<file path="config.mk">
export PLATFORM = sky130hd
export DESIGN_NAME = mul_arbiter
export DESIGN_NICKNAME = d
export VERILOG_FILES = /design/src/rtl/mul_arbiter_pkg.sv /design/src/rtl/mul_arb_pick.sv /design/src/rtl/mul_arbiter.sv
export SDC_FILE = /design/constraint.sdc
export NUM_CORES = 1
export LEC_CHECK = 0
export CAP_MARGIN = 0
export CORE_AREA = 2 2 206 208
export CTS_CLUSTER_SIZE = 20
export DETAILED_ROUTE_END_ITERATION = 10
export DIE_AREA = 0 0 208 210
export SYNTH_ARGS = -nofsm -noshare
export SYNTH_HDL_FRONTEND = slang
export SYNTH_HIERARCHICAL = 1
export SYNTH_SLANG_ARGS = --single-unit
</file>
<file path="constraint.sdc">
create_clock -name clk -period 1.6 [get_ports clk]
set_clock_uncertainty 0.15 [all_clocks]
set_input_delay 0.16 -clock clk [delete_from_list [all_inputs] [get_ports clk]]
set_output_delay 0.16 -clock clk [all_outputs]
set_load 0.02 [all_outputs]
</file>
<file path="src/rtl/mul_arbiter_pkg.sv">
// Shared constants and FSM state encoding for the multiplier arbiter.
package mul_arbiter_pkg;

  // Default operand/result width.
  localparam int unsigned WORD = 64;

  // Arbiter FSM states, 3-bit encoding.
  typedef enum logic [2:0] {
    MARB_IDLE      = 3'd0,
    MARB_LAUNCH    = 3'd1,
    MARB_WAIT_BUSY = 3'd2,
    MARB_WAIT_DONE = 3'd3,
    MARB_RESP      = 3'd4
  } marb_state_e;

endpackage

</file>
<file path="src/rtl/mul_arb_pick.sv">
// Combinational winner selection between two requesters.
// MUL_ARB_RR_EN defined: round-robin using ptr (1 favours requester 1).
// MUL_ARB_RR_EN undefined: fixed priority, requester 0 always wins.
module mul_arb_pick (
  input  logic       req0,
  input  logic       req1,
`ifdef MUL_ARB_RR_EN
  input  logic       ptr,
`endif
  output logic [1:0] win_c
);

  // One-hot winner; zero when nobody requests.
  always_comb begin
    win_c = 2'b00;
`ifdef MUL_ARB_RR_EN
    if (req1 && (!req0 || ptr)) begin
      win_c = 2'b10;
    end else if (req0) begin
      win_c = 2'b01;
    end
`else
    if (req0) begin
      win_c = 2'b01;
    end else if (req1) begin
      win_c = 2'b10;
    end
`endif
  end

endmodule

</file>
<file path="src/rtl/mul_arbiter.sv">
// Two-requester arbiter in front of a shared iterative multiplier.
// Optional feature: define MUL_ARB_RR_EN for round-robin arbitration;
// otherwise requester 0 has fixed priority.
module mul_arbiter
  import mul_arbiter_pkg::*;
#(
  parameter int unsigned SIZE     = WORD,
  parameter int unsigned WAIT_MAX = 4
) (
  input  logic            clk,
  input  logic            rst_n,
  input  logic            req0,
  input  logic            req1,
  input  logic [SIZE-1:0] a0,
  input  logic [SIZE-1:0] b0,
  input  logic [SIZE-1:0] a1,
  input  logic [SIZE-1:0] b1,
  output logic            gnt0,
  output logic            gnt1,
  output logic            done0,
  output logic            done1,
  output logic [SIZE-1:0] result,
  output logic            mul_start,
  output logic [SIZE-1:0] mul_a,
  output logic [SIZE-1:0] mul_b,
  input  logic [SIZE-1:0] mul_result,
  input  logic            mul_stall,
  output logic            err
);

  localparam int unsigned CW = (WAIT_MAX < 2) ? 1 : $clog2(WAIT_MAX);

  marb_state_e   state;
  logic [CW-1:0] wait_cnt;
  logic [1:0]    win_c;

`ifdef MUL_ARB_RR_EN
  logic rr_ptr;

  mul_arb_pick u_pick (
    .req0  (req0),
    .req1  (req1),
    .ptr   (rr_ptr),
    .win_c (win_c)
  );
`else
  mul_arb_pick u_pick (
    .req0  (req0),
    .req1  (req1),
    .win_c (win_c)
  );
`endif

  // Arbitration FSM with registered grant, launch, response and error outputs.
  always_ff @(posedge clk or negedge rst_n) begin
    if (!rst_n) begin
      state     <= MARB_IDLE;
      wait_cnt  <= '0;
      gnt0      <= 1'b0;
      gnt1      <= 1'b0;
      done0     <= 1'b0;
      done1     <= 1'b0;
      mul_start <= 1'b0;
      err       <= 1'b0;
      mul_a     <= '0;
      mul_b     <= '0;
      result    <= '0;
`ifdef MUL_ARB_RR_EN
      rr_ptr    <= 1'b0;
`endif
    end else begin
      mul_start <= 1'b0;
      done0     <= 1'b0;
      done1     <= 1'b0;
      case (state)
        MARB_IDLE: begin
          // A still-busy multiplier is a stale run: never launch over it.
          if (!mul_stall && (req0 || req1)) begin
            if (win_c[1]) begin
              mul_a <= a1;
              mul_b <= b1;
              gnt1  <= 1'b1;
            end else begin
              mul_a <= a0;
              mul_b <= b0;
              gnt0  <= 1'b1;
            end
`ifdef MUL_ARB_RR_EN
            rr_ptr <= win_c[0];
`endif
            mul_start <= 1'b1;
            state     <= MARB_LAUNCH;
          end
        end
        MARB_LAUNCH: begin
          wait_cnt <= '0;
          state    <= MARB_WAIT_BUSY;
        end
        MARB_WAIT_BUSY: begin
          if (mul_stall) begin
            state <= MARB_WAIT_DONE;
          end else if (wait_cnt == CW'(WAIT_MAX - 1)) begin
            err    <= 1'b1;
            result <= '0;
            done0  <= gnt0;
            done1  <= gnt1;
            state  <= MARB_RESP;
          end else begin
            wait_cnt <= wait_cnt + 1'b1;
          end
        end
        MARB_WAIT_DONE: begin
          if (!mul_stall) begin
            result <= mul_result;
            done0  <= gnt0;
            done1  <= gnt1;
            state  <= MARB_RESP;
          end
        end
        MARB_RESP: begin
          gnt0  <= 1'b0;
          gnt1  <= 1'b0;
          state <= MARB_IDLE;
        end
        default: begin
          state <= MARB_IDLE;
        end
      endcase
    end
  end

endmodule

</file>
==> flow_metrics.env <==
export IMPL_status="finished, violations left"
export IMPL_violations="negative setup slack"
export IMPL_drive_gt1_frac=0.388
export IMPL_drc=0
export IMPL_drt_initial_drc_count=294
export IMPL_cts_buffer_depth=3
export IMPL_startpoint_type="flip-flop"
export IMPL_cts_htree_levels=1
export IMPL_clock_sinks=203
export IMPL_finalWorstSetupSlack_ps=-239
export IMPL_antenna_found_initial=0
export IMPL_grt_pass1_wl_mm=58.6
export IMPL_layoutNonFillerInstCount=1933
export IMPL_relSlewSlack=0.694
export IMPL_avgSynthCellArea_um2=12.7
export IMPL_total_power_mw=31.5
export IMPL_drv_slew=0
export IMPL_setup_violations=195
export IMPL_tightestPinTransition_ps=459
export IMPL_core_area_um2=41500
export IMPL_p_leak_nw=7.76
export IMPL_area_growth_pct=93.6
export IMPL_holdWs_ps=30.6
export IMPL_power_density_nw_per_um2=1730
export IMPL_cp_top_family="simple AND/OR/NAND/NOR gates"
export IMPL_syn_area_um2=9440
export IMPL_cp_required_ps=1920
export IMPL_yosys_warnings=6
export IMPL_wire_per_inst_um=21.7
export IMPL_maxCapViolCount=0
export IMPL_dr_pass1_iters=8
export IMPL_cts_root_buf="clkbuf_16"
export IMPL_die_h_um=210
export IMPL_layout_nets=1701
export IMPL_critPathKind="flip-flop to flip-flop"
export IMPL_end_kind="flip-flop"
export IMPL_initial_core_util=0.228
export IMPL_grt_overflow=0
export IMPL_grt_usage=0.175
export IMPL_wl_mm=41.9
export IMPL_diodes=0
export IMPL_fmax_mhz=544
export IMPL_critical_path_arrival_ps=2150
export IMPL_numCtsBuffers=25
export IMPL_hold_violations=0
export IMPL_rsz0062_at_grt="true"
export IMPL_slowest_delay_ps=410
export IMPL_grt_max_degree=68
export IMPL_dieWidth_um=208
export IMPL_min_period_over_period=1.15
export IMPL_ant_nets=0
export IMPL_cts_tree="yes"
export IMPL_path_buf_inv=2
export IMPL_synth_fp_nets=1071
export IMPL_grt_pass1_vias=9021
export IMPL_path_common_cell="buf_12"
export IMPL_synth_cells=745
export IMPL_rows=75
export IMPL_path_clk_slew_ps=70
export IMPL_final_core_utilization=0.441
export IMPL_cp_cell_sequence="or3b_4 > or2_4 > buf_12 > buf_12 > o21ai_4"
export IMPL_dp_hpwl_mm=28.3
export IMPL_place_gp_congestion=0.817
export IMPL_vias_per_cell=4.43
export IMPL_die_area_um2=43700
export IMPL_ios=523
export IMPL_cp_max_fo=7
export IMPL_port_buffers=522
export IMPL_vias=8566
export IMPL_hold_class="input pin to flip-flop"
export IMPL_vdd_drop_max_mv=0.887
export IMPL_clock_latency_ps=550
export IMPL_period_needed_ps=1840
export IMPL_dp_cells=1805
export IMPL_worst_path_max_delay_cell="dfrtp_1"
worst min-delay path: stages:
cell and delay [ps]:
clkdlybuf4s50_1 400, nand2_1 70, o21ai_1 60
per-stage QoR:
stage | worst slack, ps | cell area, um^2 | TNS (ps)
floorplan | -136 | 9520 | -20280
global placement | -551 | 15700 | -90120
detailed placement | -560 | 15700 | -94050
CTS | -250 | 17700 | -33430
global route | -280 | 18300 | -38820
finish | -239 | 18300 | -29100
area by class of cell:
type	instances	area, um^2
fillers	3809	23200
multi-input cells	481	4610
clock inverters	18	251
clock buffers	28	667
inverters	3	16.3
repair buffers	661	6980
flip-flops and latches	203	5080
well taps	539	674
worst paths after layout:
kind,depth (start not counted),startpoint,slack [ps],to
max reg2reg,5,state[1],-240,result[47]
min,3,mul_result[29],30,result[29]
max in group asynchronous,4,rst_n,170,mul_a[39]
max,5,state[1],-240,result[47]
min reg2reg,1,mul_a[24],330,mul_a[24]
min in group asynchronous,3,rst_n,510,result[25]
layout by cell type, fill, tap and decap left out, types with 11 or more instances in the layout:
master,count
clkdlybuf4s15_1,66
clkdlybuf4s50_1,323
dfrtp_1,202
clkdlybuf4s15_2,36
o21ai_0,11
buf_12,30
mux2_4,74
nand2_1,65
clkbuf_2,25
o21ai_1,54
mux2_1,11
mux2_2,171
o21ai_2,59
dlygate4sd2_1,60
buf_4,45
dlygate4sd3_1,44
clkbuf_16,34
state kept, by name, indices dropped and copies added, names as in the netlist:
name,cells
done0,1
done1,1
err,1
gnt0,1
gnt1,1
mul_a,64
mul_b,64
mul_start,1
result,64
state,3
wait_cnt,2
what timing repair did:
action,CTS,global route
setup buffers,12,8
endpoints found under the hold margin,245,0
cloned,12,11
pin swaps,9,12
setup endpoints to repair,388,249
gates resized for setup,447,193
hold buffers,44,0
per-layer routing:
metal  share of wire  track usage
met5               0            0
met4           0.030       0.0470
met3           0.070       0.0444
met2            0.51        0.318
met1            0.39        0.205
report_power, final:
part	internal [mW]	total (mW)	switching, mW
Sequential	7.46	8.90	1.44
Clock	3.85	6.32	2.47
Combinational	8.03	16.3	8.29
Total	19.3	31.5	12.2
(Power assumes the default switching activity.)
==> edit: new RTL, same settings <==
Reset style: synchronous (`rst_n`), changed in one clocked block.
--- a/src/rtl/mul_arbiter.sv
+++ b/src/rtl/mul_arbiter.sv
@@ -53,5 +53,5 @@
 
   // Arbitration FSM with registered grant, launch, response and error outputs.
-  always_ff @(posedge clk or negedge rst_n) begin
+  always_ff @(posedge clk) begin
     if (!rst_n) begin
       state     <= MARB_IDLE;
Check against the original RTL: differs if rst_n is asserted again (counterexample within 4 cycles, from zero or initial values and one cycle with rst_n low); with rst_n held inactive, the same outputs for 4 cycles.
==> edit against the original RTL <==
Routed wire length shrank 3.2%; synthesized cell count grew 23%; largest cell class unchanged; the flow still finishes with violations (setup timing); final area shrank 4.7%; area after synthesis shrank 2.1%; sequential cell count is the same; setup slack gained 0.21 ns.
Power is not compared: it rests on default switching activity, and its combinational part moved more than twofold at a synthesized area within 25%.
==> edit: results (changes against the original RTL) <==
Status
  • Status: complete, but fails checks
  • Failing checks: setup timing

GRT
  • First-pass GRT wire length: 56900 um (-2.9%)
  • GRT Total Usage: 16.43% (-1.1 points)
  • Largest net degree at the start of global routing: 97 (+43%)
  • Number of global-route vias before repair: 9559 (+6.0%)
  • Initial antenna violation count: 2 (+2)

Synthesis
  • Avg Inst Size Synth: 10.05 um^2 (-21%)
  • Ys Warns: 6 (unchanged)
  • Synth Net Count: 1246 (+16%)

Place
  • Dpl ws: -0.4394 ns (+0.1208 ns)
  • DP Wirelength: 26230 um (-7.5%)
  • Cell Area, Placed: 15320 um^2 (-2.4%)
  • Port Buffer Count: 522 (unchanged)
  • Cells after DPL: 1953 (+8.2%)
  • Gp weighted congestion: 0.7954 (-2.6%)

Timing
  • Setup TNS: -0.4422 ns (+28.65 ns)
  • # setup viols final: 43 (-78%)
  • Slew HR: 67.09% (-2.3 points)
  • WHS: 0.03077 ns (+0.0001372 ns)
  • Final worst slack: -0.02396 ns (+0.2147 ns)

Layout
  • # fillers: 4042 (+6.1%)
  • Layout cells sized above 1: 14.32% (-24 points)
  • NumNets Final: 1845 (+8.5%)
  • Post-route cell area: 17430 um^2 (-4.7%)
  • Regs by FF count: mul_a (64), mul_b (64), result (64)

Clocking
  • Worst-skew pair later-pin latency: 0.54 ns
  • Clock transition at the registers of the reported paths: 0.06 ns
  • Num CTS Buffers: 25 (unchanged)
  • CTS H-tree lvls: 1 (unchanged)
  • Buffer depth of the longest clock path: 3 (unchanged)
  • Clk Tree Root Cell: clkbuf_16

Min path
  • Hold crit path type: input pin to register
  • Hold EP: result[51]
  • Hold_sp: mul_result[51]
  • Hold Crit Depth: 3 (unchanged)

Detailed routing
  • Starting DRT DRC Count: 281 (-4.4%)
  • Final WL: 40590 um (-3.2%)
  • Drt first pass iters: 5 (-3)
  • Via density per instance: 4.601 (+3.8%)
  • Avg WL per Cell: 19.54 um (-9.9%)

Power and ir drop
  • VDD IR-drop max: 0.0007327 V
  • Pleak: 8.805 nW
  • Sw Share: 29.77%

Setup path
  • Reg2reg end: mul_a[37]
  • R2r startpoint: state[0]
  • Crit Path Max Fanout: 13 (+6)
  • Cells on worst reg2reg path: 7 (+2)
  • CP Data Arrival Time: 1.90 ns (-0.25 ns)
edit: per-layer routing:
layer / vias to the layer above / routed length (um) / global-route usage, %
met3: 44 / 3041 / 4.857
li1: 4547 / - / -
met5: - / 0 / 0
met1: 4597 / 15880 / 18.66
met2: 369 / 20870 / 30.10
met4: 0 / 811 / 3.962
edit: area by class of cell:
type / instances / area share (%)
clock buffers: 38 / 4.215
clock inverters: 6 / 0.3590
well taps: 539 / 3.870
flip-flops and latches: 203 / 23.37
repair buffers: 670 / 40.30
diodes: 2 / 0.02872
multi-input cells: 616 / 27.79
inverters: 3 / 0.06462
edit: power groups by stage:
stage | Combinational [mW] | Clock (mW) | Sequential [mW]
after floorplan | 1.53 | 0 | 6.37
after global placement | 4.41 | 0 | 5.86
after detailed placement | 4.42 | 0 | 5.87
after CTS | 4.63 | 5.76 | 5.76
after global routing | 5.38 | 5.95 | 5.81
final | 5.09 | 5.56 | 5.76
edit: critical path: stages, from the launching register on:
cell and delay (ns):
dfxtp_4 0.37, nor3_4 0.21, buf_6 0.14, buf_12 0.13
buf_12 0.13, buf_12 0.14, nand3_1 0.09, o211a_1 0.13
edit: repair_timing:
item                                    CTS  global route
endpoints found under the setup margin  345           196
hold buffers                             33             0
pin swaps                                 3            34
setup buffers                            11             3
cloned                                    9            22
gates resized for setup                 245            83
endpoints found under the hold margin    51             0
edit: worst max-delay path by stage:
stage	start	to	cells after the start
final	state[0]	mul_a[37]	7
after global routing	state[0]	mul_a[37]	7
after CTS	state[0]	gnt0	5
after detailed placement	req1	mul_b[58]	7
after global placement	req1	mul_a[24]	7
after floorplan	wait_cnt[0]	result[21]	6
